File: src/rtl/out_arbiter_pkg.sv
// out_arbiter_pkg: shared sizing, header layout and FSM encoding for the output arbiter.
package out_arbiter_pkg;
    localparam int N_CH = 4;
    localparam int DEPTH = 8;
    localparam logic [7:0] HDR_TAG = 8'hA5;
    localparam int HDR_CH_W = 2;
    localparam int HDR_PAD_W = 6;
    typedef enum logic [1:0] {S_IDLE, S_HDR, S_BODY} state_t;
    function automatic logic [15:0] make_hdr(input logic [7:0] tag, input logic [HDR_CH_W-1:0] ch);
        return {tag, {HDR_PAD_W{1'b0}}, ch};
    endfunction
endpackage

File: src/rtl/out_arbiter_chan_fifo.sv
// chan_fifo: per-channel show-ahead buffer; pushes into a full buffer are dropped.
module chan_fifo #(
    parameter int W = 17,
    parameter int DEPTH = 8
) (
    input  logic         clk,
    input  logic         rst,
    input  logic         push,
    input  logic [W-1:0] din,
    input  logic         pop,
    output logic [W-1:0] dout,
    output logic         full,
    output logic         empty
);
    localparam int AW = $clog2(DEPTH);
    logic [W-1:0] mem [DEPTH];
    logic [AW-1:0] wr_ptr, rd_ptr;
    logic [AW:0] count;
    logic do_push, do_pop;
    assign full = count == (AW+1)'(DEPTH);
    assign empty = count == '0;
    assign do_push = push & ~full;
    assign do_pop = pop & ~empty;
    assign dout = mem[rd_ptr];
    always_ff @(posedge clk) begin
        if (rst) begin
            wr_ptr <= '0;
            rd_ptr <= '0;
            count <= '0;
        end else begin
            if (do_push) wr_ptr <= wr_ptr + AW'(1);
            if (do_pop) rd_ptr <= rd_ptr + AW'(1);
            count <= count + (AW+1)'(do_push) - (AW+1)'(do_pop);
        end
    end
    always_ff @(posedge clk) begin
        if (do_push) mem[wr_ptr] <= din;
    end
endmodule

File: src/rtl/out_arbiter.sv
// out_arbiter: merges per-channel packet buffers into one host FIFO stream,
// round-robin per packet, each packet prefixed by a tagged header word.
module out_arbiter #(
    parameter int N_CH = out_arbiter_pkg::N_CH,
    parameter int DEPTH = out_arbiter_pkg::DEPTH,
    parameter logic [7:0] HDR_TAG = out_arbiter_pkg::HDR_TAG
) (
    input  logic               clk,
    input  logic               rst,
    input  logic               enable,
    input  logic [N_CH-1:0]    src_en,
    input  logic [16*N_CH-1:0] src_data,
    input  logic [N_CH-1:0]    src_last,
    input  logic               fifo_full,
    output logic               fifo_wr_en,
    output logic [15:0]        fifo_din,
    output logic [N_CH-1:0]    ovf,
    output logic               busy
);
    import out_arbiter_pkg::*;
    localparam int CW = $clog2(DEPTH) + 1;
    localparam int GW = $clog2(N_CH);
    state_t state, state_nxt;
    logic [GW-1:0] gnt, gnt_nxt, rr_last, rr_nxt, pick, c;
    logic [N_CH-1:0] full, empty, has_pkt, pop;
    logic [16:0] dout [N_CH];
    logic wr_nxt;
    logic [15:0] din_nxt;
    for (genvar i = 0; i < N_CH; i++) begin : g_ch
        logic [CW-1:0] pkt_cnt;
        chan_fifo #(.W(17), .DEPTH(DEPTH)) u_fifo (
            .clk(clk),
            .rst(rst),
            .push(src_en[i]),
            .din({src_last[i], src_data[16*i +: 16]}),
            .pop(pop[i]),
            .dout(dout[i]),
            .full(full[i]),
            .empty(empty[i])
        );
        // a dropped last never counts; a popped last always retires one packet
        always_ff @(posedge clk) begin
            if (rst) pkt_cnt <= '0;
            else pkt_cnt <= pkt_cnt + CW'(src_en[i] & src_last[i] & ~full[i]) - CW'(pop[i] & dout[i][16]);
        end
        assign has_pkt[i] = pkt_cnt != '0;
    end
    assign pop = (state == S_BODY && !fifo_full && !empty[gnt]) ? (N_CH'(1) << gnt) : '0;
    assign busy = state != S_IDLE;
    // scan from farthest to nearest so the channel right after rr_last wins
    always_comb begin
        pick = rr_last;
        c = rr_last;
        for (int k = N_CH; k >= 1; k--) begin
            c = rr_last + GW'(k);
            if (has_pkt[c]) pick = c;
        end
    end
    always_comb begin
        state_nxt = state;
        gnt_nxt = gnt;
        rr_nxt = rr_last;
        wr_nxt = 1'b0;
        din_nxt = fifo_din;
        case (state)
            S_IDLE: begin
                if (enable && |has_pkt) begin
                    gnt_nxt = pick;
                    state_nxt = S_HDR;
                end
            end
            S_HDR: begin
                if (!fifo_full) begin
                    wr_nxt = 1'b1;
                    din_nxt = make_hdr(HDR_TAG, gnt);
                    state_nxt = S_BODY;
                end
            end
            S_BODY: begin
                if (|pop) begin
                    wr_nxt = 1'b1;
                    din_nxt = dout[gnt][15:0];
                    if (dout[gnt][16]) begin
                        rr_nxt = gnt;
                        state_nxt = S_IDLE;
                    end
                end
            end
            default: state_nxt = S_IDLE;
        endcase
    end
    always_ff @(posedge clk) begin
        if (rst) begin
            state <= S_IDLE;
            gnt <= '0;
            rr_last <= GW'(N_CH - 1);
            fifo_wr_en <= 1'b0;
            fifo_din <= '0;
            ovf <= '0;
        end else begin
            state <= state_nxt;
            gnt <= gnt_nxt;
            rr_last <= rr_nxt;
            fifo_wr_en <= wr_nxt;
            fifo_din <= din_nxt;
            ovf <= ovf | (src_en & full);
        end
    end
endmodule

File: config.mk
export PLATFORM = sky130hd
export DESIGN_NAME = out_arbiter
export DESIGN_NICKNAME = d
export VERILOG_FILES = /design/src/rtl/out_arbiter_pkg.sv /design/src/rtl/out_arbiter_chan_fifo.sv /design/src/rtl/out_arbiter.sv
export SDC_FILE = /design/constraint.sdc
export NUM_CORES = 1
export LEC_CHECK = 0
export ABC_AREA = 0
export CORE_UTILIZATION = 60
export DETAILED_ROUTE_END_ITERATION = 8
export PLACE_DENSITY = 0.79
export RECOVER_POWER = 25
export SETUP_SLACK_MARGIN = 0.5
export SLEW_MARGIN = 10
export SYNTH_ARGS = -nofsm -noshare
export SYNTH_HDL_FRONTEND = slang
export SYNTH_SLANG_ARGS = --single-unit
File: constraint.sdc
create_clock -name clk -period 3.18 [get_ports clk]
set_input_delay 0.636 -clock clk [delete_from_list [all_inputs] [get_ports clk]]
set_output_delay 0.636 -clock clk [all_outputs]
set_load 0.01 [all_outputs]
After elaboration in Yosys (flattened, before gate mapping) --
Memory sizes are Yosys's and may differ from the RTL's. A register that Yosys moved wholly into a read port is not among the register bits. Cells that the tools add are included.
Storage, ports and cells: memories 4, logic and storage cells 168, bits in writable memories 544, output and inout bits 22, input port bits 76, register bits after elaboration 83
Memory list:
- g_ch[0].u_fifo.mem | words 8, width 17, read ports 1, clocked after Yosys merged registers in 1, write ports 1, line out_arbiter_chan_fifo.sv:16 | logic [W-1:0] mem [DEPTH];
- g_ch[1].u_fifo.mem | words 8, width 17, read ports 1, clocked after Yosys merged registers in 1, write ports 1, line out_arbiter_chan_fifo.sv:16
- g_ch[2].u_fifo.mem | words 8, width 17, read ports 1, clocked after Yosys merged registers in 1, write ports 1, line out_arbiter_chan_fifo.sv:16
- g_ch[3].u_fifo.mem | words 8, width 17, read ports 1, clocked after Yosys merged registers in 1, write ports 1, line out_arbiter_chan_fifo.sv:16
Cells by class: equality and inequality tests 10, bitwise gates (word level) 35, multiplexer cells 42, add/subtract/negate cells 27, reduce and logical (&&, ||, !) cells 22, order comparisons 5, shifts and indexed selects 1
Operator list (count):
- $bmux W17 S2 | 1
- $mux W17 | 2
- $mux W16 | 2
- $pmux W16 S2 | 1
- $sub A4 B1 Y4 | 8
- $add A3 B1 Y3 const B | 8
- $mux W3 | 8
- $add A4 B1 Y4 | 4
- $add A4 B4 Y4 | 4
- $and A1 B1 Y1 | 16
- $and A1 B4 Y4 | 4
- $eq A4 B4 Y1 const B | 4
- $logic_not A4 Y1 | 4
- $not A1 Y4 | 4
- $reduce_bool A4 Y1 | 4
- $mux W1 | 14
- $mux W2 | 7
- $lt A2 B3 Y1 const B | 4
- $bmux W1 S2 | 4
- $not A1 Y1 | 8
- $reduce_or A4 Y1 | 2
- $pmux W2 S3 | 1
- $reduce_and A3 Y1 | 2
- $add A2 B2 Y2 const B | 2
- 18 further kinds | 24

Depth between registers and ports, before layout --
Gate-level depths: netlist of run 1.
depth after elaboration 9, mapped depth 14, gate-level depth less buffers 13

Cells and area by module --
From an unflattened synthesis of run 1, not the netlist that was laid out.
Second synthesis, totals: cells, all modules 1387, area total of the unflattened synthesis 26364.0 um^2
Modules (own cells, without submodules):
- chan_fifo (g_ch[1].u_fifo ...) | cells each 278, instances 2, seq. area each 4344.2 um^2, area each 5908.2 um^2
- chan_fifo (g_ch[0].u_fifo ...) | cells each 278, instances 2, seq. area each 4344.2 um^2, area each 5906.9 um^2
- out_arbiter | cells each 275, instances 1, seq. area each 860.8 um^2, area each 2733.9 um^2

Worst setup path after synthesis of run 1 --
No wires, ideal clock.
kind input to register, start input src_en[2], end memory g_ch[2].u_fifo.mem[0][0], enable pin, data arrival time 2.414 ns, setup time 0.435 ns, required time 2.745 ns, stages 2, buffers on the path 0, slack 0.331 ns, path through nand2_1 nor4_1
On the way: cells in the longest elaborated chain, start to end 3
RTL lines:
- start: declaration | line out_arbiter.sv:11 | input logic [N_CH-1:0] src_en,
- $and A1 B1 Y1 | line out_arbiter_chan_fifo.sv:22 | assign do_push = push & ~full;
- $mux W1 | line out_arbiter_chan_fifo.sv:37 | if (do_push) mem[wr_ptr] <= din;
- $mux W1 (implied by the code) | line out_arbiter_chan_fifo.sv:37
- end: declaration | line out_arbiter_chan_fifo.sv:16
No other way between the ends.

Worst setup path in the final report of run 1 --
start register g_ch[0].u_fifo.count[3], end register g_ch[2].u_fifo.count[3]
On the way: cells in the longest elaborated chain, start to end 8
RTL lines:
- start: declaration | line out_arbiter_chan_fifo.sv:18 | logic [AW:0] count;
- start signal: assignment | line out_arbiter_chan_fifo.sv:33 | count <= count + (AW+1)'(do_push) - (AW+1)'(do_pop);
- $logic_not A4 Y1 | line out_arbiter_chan_fifo.sv:21 | assign empty = count == '0;
- $bmux W1 S2 | line out_arbiter.sv:48 | assign pop = (state == S_BODY && !fifo_full && !empty[gnt]) ? (N_CH'(1) << gnt) : '0;
- $mux W1 (implied by the code) | line out_arbiter.sv:48
- $logic_not A1 Y1 | line out_arbiter.sv:48
- $logic_and A1 B1 Y1 | line out_arbiter.sv:48
- $mux W4 | line out_arbiter.sv:48
- $and A1 B1 Y1 | line out_arbiter_chan_fifo.sv:23 | assign do_pop = pop & ~empty;
- $sub A4 B1 Y4 | line out_arbiter_chan_fifo.sv:33
- end signal: assignment | line out_arbiter_chan_fifo.sv:33
- end: declaration | line out_arbiter_chan_fifo.sv:18
No other way between the ends. The select of a mux whose other input is x is not followed. A chain may end at the register's enable or synchronous reset.

==> flow_metrics.tcl, run 1 <==
set metrics [dict create \
    postLayoutCellArea_um2 30000 \
    drtIter0Drc 1219 \
    diodes 0 \
    yosys_register_bits 639 \
    vdd_drop_max_mv 0.518 \
    avgSynthCellArea_um2 18.7 \
    fmax_mhz 375 \
    hold_violations 0 \
    grt_overflow_total 0 \
    wl_per_cell_um 25.1 \
    clkTransAtPathRegs_ns 0.06 \
    cts.hold.buffers_added 0 \
    synthCells 1368 \
    fin_ws_ns 0.516 \
    post_dp_cell_area_um2 27600 \
    first_pass_iters 5 \
    rr_worst_depth 14 \
    row_count 75 \
    hp-class "register to register" \
    tightest_slew_ns 0.765 \
    min_period_ns 2.66 \
    synth_fp_nets 1508 \
    rsz0062_at_grt "yes" \
    cp-end-kind "register" \
    final_common_cell "edfxtp_1" \
    setup_viol 0 \
    synth_compound_area_share_pct 1.87 \
    antenna_found_initial 3 \
    syn_to_final_growth_pct 17.6 \
    start_util_pct 60.9 \
    p_leak_nw 9.76 \
    synth.area.mux_share_pct 16.0 \
    synth_top_area_share_pct 63.9 \
    postRouteAntennaNets 0 \
    cp.arrival_ns 3.14 \
    synthSimpleGateAreaFrac_pct 4.02 \
    crit_fanout 6 \
    start_kind "register" \
    grt_use_total_pct 25.4 \
    worstSetupPathType "register to register" \
    min_delay_path_depth 2 \
    root_buffer "clkbuf_16" \
    cts_buffer_depth 3 \
    synth-xor-area-share_pct 1.13 \
    synth_warnings 0 \
    core_area_um2 41900 \
    powerDensity_nw_per_um2 685 \
    cp_data_required_time_ns 3.66 \
    cts_max_level 2 \
    cts_buffers 60 \
    dp_hpwl_mm 32.6 \
    syn_area_um2 25500 \
    place_ws_ns 0.0783 \
    nets 1702 \
    fin_crit_sh_pct 83.8 \
    clk_latency_ns 0.62 \
    grt_max_degree 71 \
    grt_first_pass_wirelength_mm 81.6 \
    die_y_um 208 \
    synthAdderAreaFrac_pct 3.37 \
    synth_area_leaders "edfxtp_1, mux4_2, dfxtp_1" \
    drv_slew 0 \
    slew_headroom_pct 49.0 \
    port_buffers 97 \
    status "finished clean" \
    synth.yosys.seq_area_share_pct 71.4 \
    drc 0 \
    grt_pass1_vias 13500 \
    cap_violations 0 \
    cts.sinks 639 \
    layout-drive-gt1-share_pct 26.6 \
    die_w_um 208 \
    ys.flop_type "edfxtp_1" \
    via_per_inst 6.09 \
    ys_async_sr_fraction_pct 0 \
    clock_skew_ns 0.0149 \
    yosys.cell_types.count 48 \
    layout_common_cells "edfxtp_1, mux4_2, buf_4" \
    num_io_pins 98 \
    synth_top_family_by_area "multiplexers" \
    synth-edff-count 544 \
    globalplace.congestion 0.826 \
    yosys.area.top_type "edfxtp_1" \
    setup-tns-final_ns 0 \
    routed_wl_mm 54.1 \
    cts_tree "yes" \
    vias 13100 \
    die-area_um2 43400 \
]
[path summary, 6_finish.rpt]
| kind | start | end | slack, ns |
|---|---|---|---|
| worst min-delay path | ovf[3]$_SDFF_PP0_ | ovf[3]$_SDFF_PP0_ | 0.49 |
| worst max register to register | g_ch[0].u_fifo.count[3]$_SDFF_PP0_ | g_ch[2].u_fifo.count[3]$_SDFF_PP0_ | 0.52 |
| worst min register to register | ovf[3]$_SDFF_PP0_ | ovf[3]$_SDFF_PP0_ | 0.49 |
| worst max-delay path | g_ch[0].u_fifo.count[3]$_SDFF_PP0_ | g_ch[2].u_fifo.count[3]$_SDFF_PP0_ | 0.52 |
[final cells by class]
class	count	area, um^2
Clock buffer	79	1640
Tap cell	539	674
Multi-Input combinational cell	598	7130
Inverter	69	262
Clock inverter	35	323
Timing Repair Buffer	194	1760
Sequential cell	639	18300
Fill cell	2370	11900
[registers in the layout (all words and copies together) (netlist names), 4 cells and up, named ones only]
| register | flops |
|---|---|
| g_ch.u_fifo.rd_ptr | 12 |
| ovf | 4 |
| g_ch.pkt_cnt | 16 |
| fifo_din | 16 |
| g_ch.u_fifo.count | 16 |
| g_ch.u_fifo.mem | 544 |
| g_ch.u_fifo.wr_ptr | 12 |
[cell usage after synthesis (all sizes together), types with 8 or more instances]
master  instances
nor3           17
mux2i          75
a21o            8
buf            38
clkbuf         24
xor2           14
dfxtp          95
nand2          42
nor2           86
edfxtp        544
fa              8
nand2b         14
mux4          146
o32ai          10
ha             56
inv            69
a21oi          18
xnor2          19
nor2b          16
[layer usage]
layer | track usage (%) | routed length, um | vias to the layer above
met2 | 43.1 | 27700 | 481
met4 | 8.20 | 1550 | 2
met3 | 3.97 | 3360 | 94
li1 | - | - | 5772
met1 | 34.0 | 21500 | 6763
met5 | 0 | 14 | -
[critical path: stages (launching register included)]
cell	delay [ns]
dfxtp_2	0.35
inv_2	0.05
ha_4	0.15
nor3b_4	0.15
a32oi_2	0.20
and4_4	0.28
buf_12	0.13
and3_4	0.21
ha_4	0.14
inv_1	0.04
ha_1	0.29
a21o_1	0.21
a21oi_2	0.17
xnor2_1	0.13
nor2_1	0.05
[repair_timing]
action	CTS	global route
resized for setup	38	48
setup buffers	10	17
cloned	0	1
pin swaps	6	19
setup endpoints to repair	24	40
[power breakdown]
part / switching (mW) / total (mW) / internal, mW
Combinational: 1.87 / 3.49 / 1.62
Clock: 3.01 / 7.04 / 4.03
Sequential: 0.342 / 10.1 / 9.71
Total: 5.22 / 20.6 / 15.4
[per-stage QoR]
stage | hold slack [ns] | std cells | utilization [%] | power (mW)
global route | 0.512 | 2153 | 71.6 | 21.3
CTS | 0.503 | 2135 | 70.8 | 20.4
detailed placement | 0.488 | 2011 | 65.7 | 13.2
floorplan | 0.466 | 1368 | - | 12.0
finish | 0.490 | 2153 | 71.6 | 20.6
global placement | 0.450 | 2011 | 65.7 | 13.0
[logic make-up (layout without fill, tap and decap cells)]
logic type      Yosys count  in the layout
compound gates           64             64
buf+inv                 131            377
mux                     224            224
xor+xnor                 33             33
fa+ha+maj                64             64
flops                   639            639
simple gates            213            213
No activity file was read; power rests on OpenSTA's default activity.
==> run 2: changes to the inputs <==
==> constraint.sdc (replaced) <==
create_clock -name clk -period 2.7 [get_ports clk]
set_input_delay 0.54 -clock clk [delete_from_list [all_inputs] [get_ports clk]]
set_output_delay 0.54 -clock clk [all_outputs]
set_load 0.01 [all_outputs]
==> run 2 against run 1 <==
  * Combinational power increased by 28%
  * Clock-buffer cell count increased by 6
  * Critical endpoint is now g_ch[2].u_fifo.count[2]$_SDFF_PP0_
  * Hold slack got worse by 0.088 ns
  * Critical path depth unchanged
  * Largest cell class unchanged
  * Via count increased by 1.1%
  * Fmax increased by 3.8%
  * Total power increased by 21%
==> flow_metrics.tcl, run 2 (synthesis results as in run 1) <==
set metrics [dict create \
    vdd_drop_max_mv 0.686 \
    postLayoutCellArea_um2 30700 \
    use_met2_pct 42.8 \
    cts_buffer_depth 3 \
    port_buffers 97 \
    drv_slew 0 \
    use_met1_pct 35.1 \
    post_dp_cell_area_um2 28200 \
    start_kind "register" \
    syn_to_final_growth_pct 20.2 \
    cp-end-kind "register" \
    largest_register_ffs 544 \
    grt_overflow_total 0 \
    cp.arrival_ns 3.03 \
    die_y_um 208 \
    cp_data_required_time_ns 3.16 \
    first_pass_iters 5 \
    cts.sinks 639 \
    fin_crit_sh_pct 95.1 \
    top_usage_layer "met2" \
    tightest_slew_ns 0.609 \
    grt_use_met3_pct 4.17 \
    postRouteAntennaNets 0 \
    powerDensity_nw_per_um2 810 \
    dp_hpwl_mm 33.3 \
    row_count 75 \
    layout-drive-gt1-share_pct 29.4 \
    status "finished clean" \
    cp_cell_sequence "inv_2 -> ha_4 -> nor3b_4 -> a32oi_2 -> and4_4 -> buf_12 -> and3_4 -> ha_4 -> inv_2 -> ha_4 -> inv_2 -> fa_2 -> xor2_1 -> nor2_1" \
    cts.hold.buffers_added 0 \
    vias 13300 \
    netSwitchingFraction_pct 25.2 \
    path_buf_inv 4 \
    slew_headroom_pct 58.2 \
    grt_use_total_pct 25.8 \
    cts_buffers 66 \
    die-area_um2 43400 \
    grt_first_pass_wirelength_mm 82.7 \
    drc 0 \
    crit_fanout 9 \
    seqPwrFrac_pct 47.4 \
    cts_tree "yes" \
    setup_viol 0 \
    core_area_um2 41900 \
    antenna_found_initial 3 \
    num_io_pins 98 \
    p_total_mw 24.9 \
    grt_pass1_vias 13800 \
    die_w_um 208 \
    nets 1740 \
    routed_wl_mm 54.7 \
    grt_max_degree 40 \
    worstSetupPathType "register to register" \
    hp-class "input port to register" \
    cap_violations 0 \
    intPower_mw 18.6 \
    fin_util_pct 73.2 \
    clock_skew_ns 0.0172 \
    drtIter0Drc 1106 \
    clkTransAtPathRegs_ns 0.06 \
    final_common_cell "edfxtp_1" \
    cp_slowest_cell "dfxtp_2" \
    layout_common_cells "edfxtp_1, mux4_2, buf_4" \
    wl_per_cell_um 25.0 \
    start_util_pct 60.9 \
    cpPeakStageDelay_ns 0.34 \
    pwr-share-comb_pct 18.0 \
    cts_max_level 3 \
    largest_register "g_ch.u_fifo.mem" \
    hold_violations 0 \
    root_buffer "clkbuf_16" \
    via_per_inst 6.07 \
    rsz0062_at_grt "yes" \
    netSwitchingPower_mw 6.26 \
    fmax_mhz 389 \
    p_leak_nw 9.98 \
    clock_power_share_pct 34.6 \
    globalplace.congestion 0.811 \
    clk_latency_ns 0.58 \
    critPathTopFamily "adder cells" \
    min_period_ns 2.57 \
]
-- run 2: worst paths after layout --
path,to,cells after the start,start,slack [ns]
max reg2reg,g_ch[2].u_fifo.count[2]$_SDFF_PP0_,14,g_ch[0].u_fifo.count[3]$_SDFF_PP0_,0.13
min,g_ch[1].u_fifo.wr_ptr[2]$_SDFFE_PP0P_,2,rst,0.40
max,g_ch[2].u_fifo.count[2]$_SDFF_PP0_,14,g_ch[0].u_fifo.count[3]$_SDFF_PP0_,0.13
min reg2reg,ovf[1]$_SDFF_PP0_,2,ovf[1]$_SDFF_PP0_,0.49
-- run 2: through the flow --
step / std cells / setup slack (ns) / setup TNS, ns / hold WS, ns
2_1_floorplan: 1368 / 0.249 / 0 / 0.466
3_3_place_gp: 2041 / -0.209 / -2.53 / 0.449
3_5_place_dp: 2041 / -0.282 / -4.50 / 0.473
4_1_cts: 2170 / 0.120 / 0 / 0.384
5_1_grt: 2185 / 0.0699 / 0 / 0.402
6_report: 2185 / 0.132 / 0 / 0.402
-- run 2: layer usage --
layer	wire length, um	vias up
met1	22000	6863
met3	3470	89
met2	27700	472
met4	1480	2
li1	-	5836
met5	13	-
-- run 2: worst reg2reg max path: stages, from the launching register on --
cell	delay, ns
dfxtp_2	0.34
inv_2	0.05
ha_4	0.15
nor3b_4	0.15
a32oi_2	0.18
and4_4	0.28
buf_12	0.14
and3_4	0.21
ha_4	0.20
inv_2	0.06
ha_4	0.13
inv_2	0.03
fa_2	0.33
xor2_1	0.18
nor2_1	0.05
-- run 2: power by group through the flow --
stage	Combinational (mW)	Sequential (mW)	Clock, mW
floorplan	2.36	11.9	0
detailed placement	3.87	12.0	0
global placement	3.74	11.9	0
CTS	4.31	11.8	8.72
finish	4.48	11.8	8.59
global route	4.81	11.9	9.10
-- run 2: timing repair --
item,4_1_cts,5_1_grt
gates resized for setup,19,26
gates cloned,1,0
endpoints found under the setup margin,35,53
setup buffers,16,13
pin swaps,16,28
-- run 2: area by class of cell --
cell class / instances / area [um^2]
inverters: 69 / 259
fillers: 2329 / 11200
repair buffers: 226 / 2180
flip-flops and latches: 639 / 18300
multi-input cells: 598 / 7300
clock inverters: 27 / 249
well taps: 539 / 674
diodes: 2 / 5.00
clock buffers: 85 / 1780
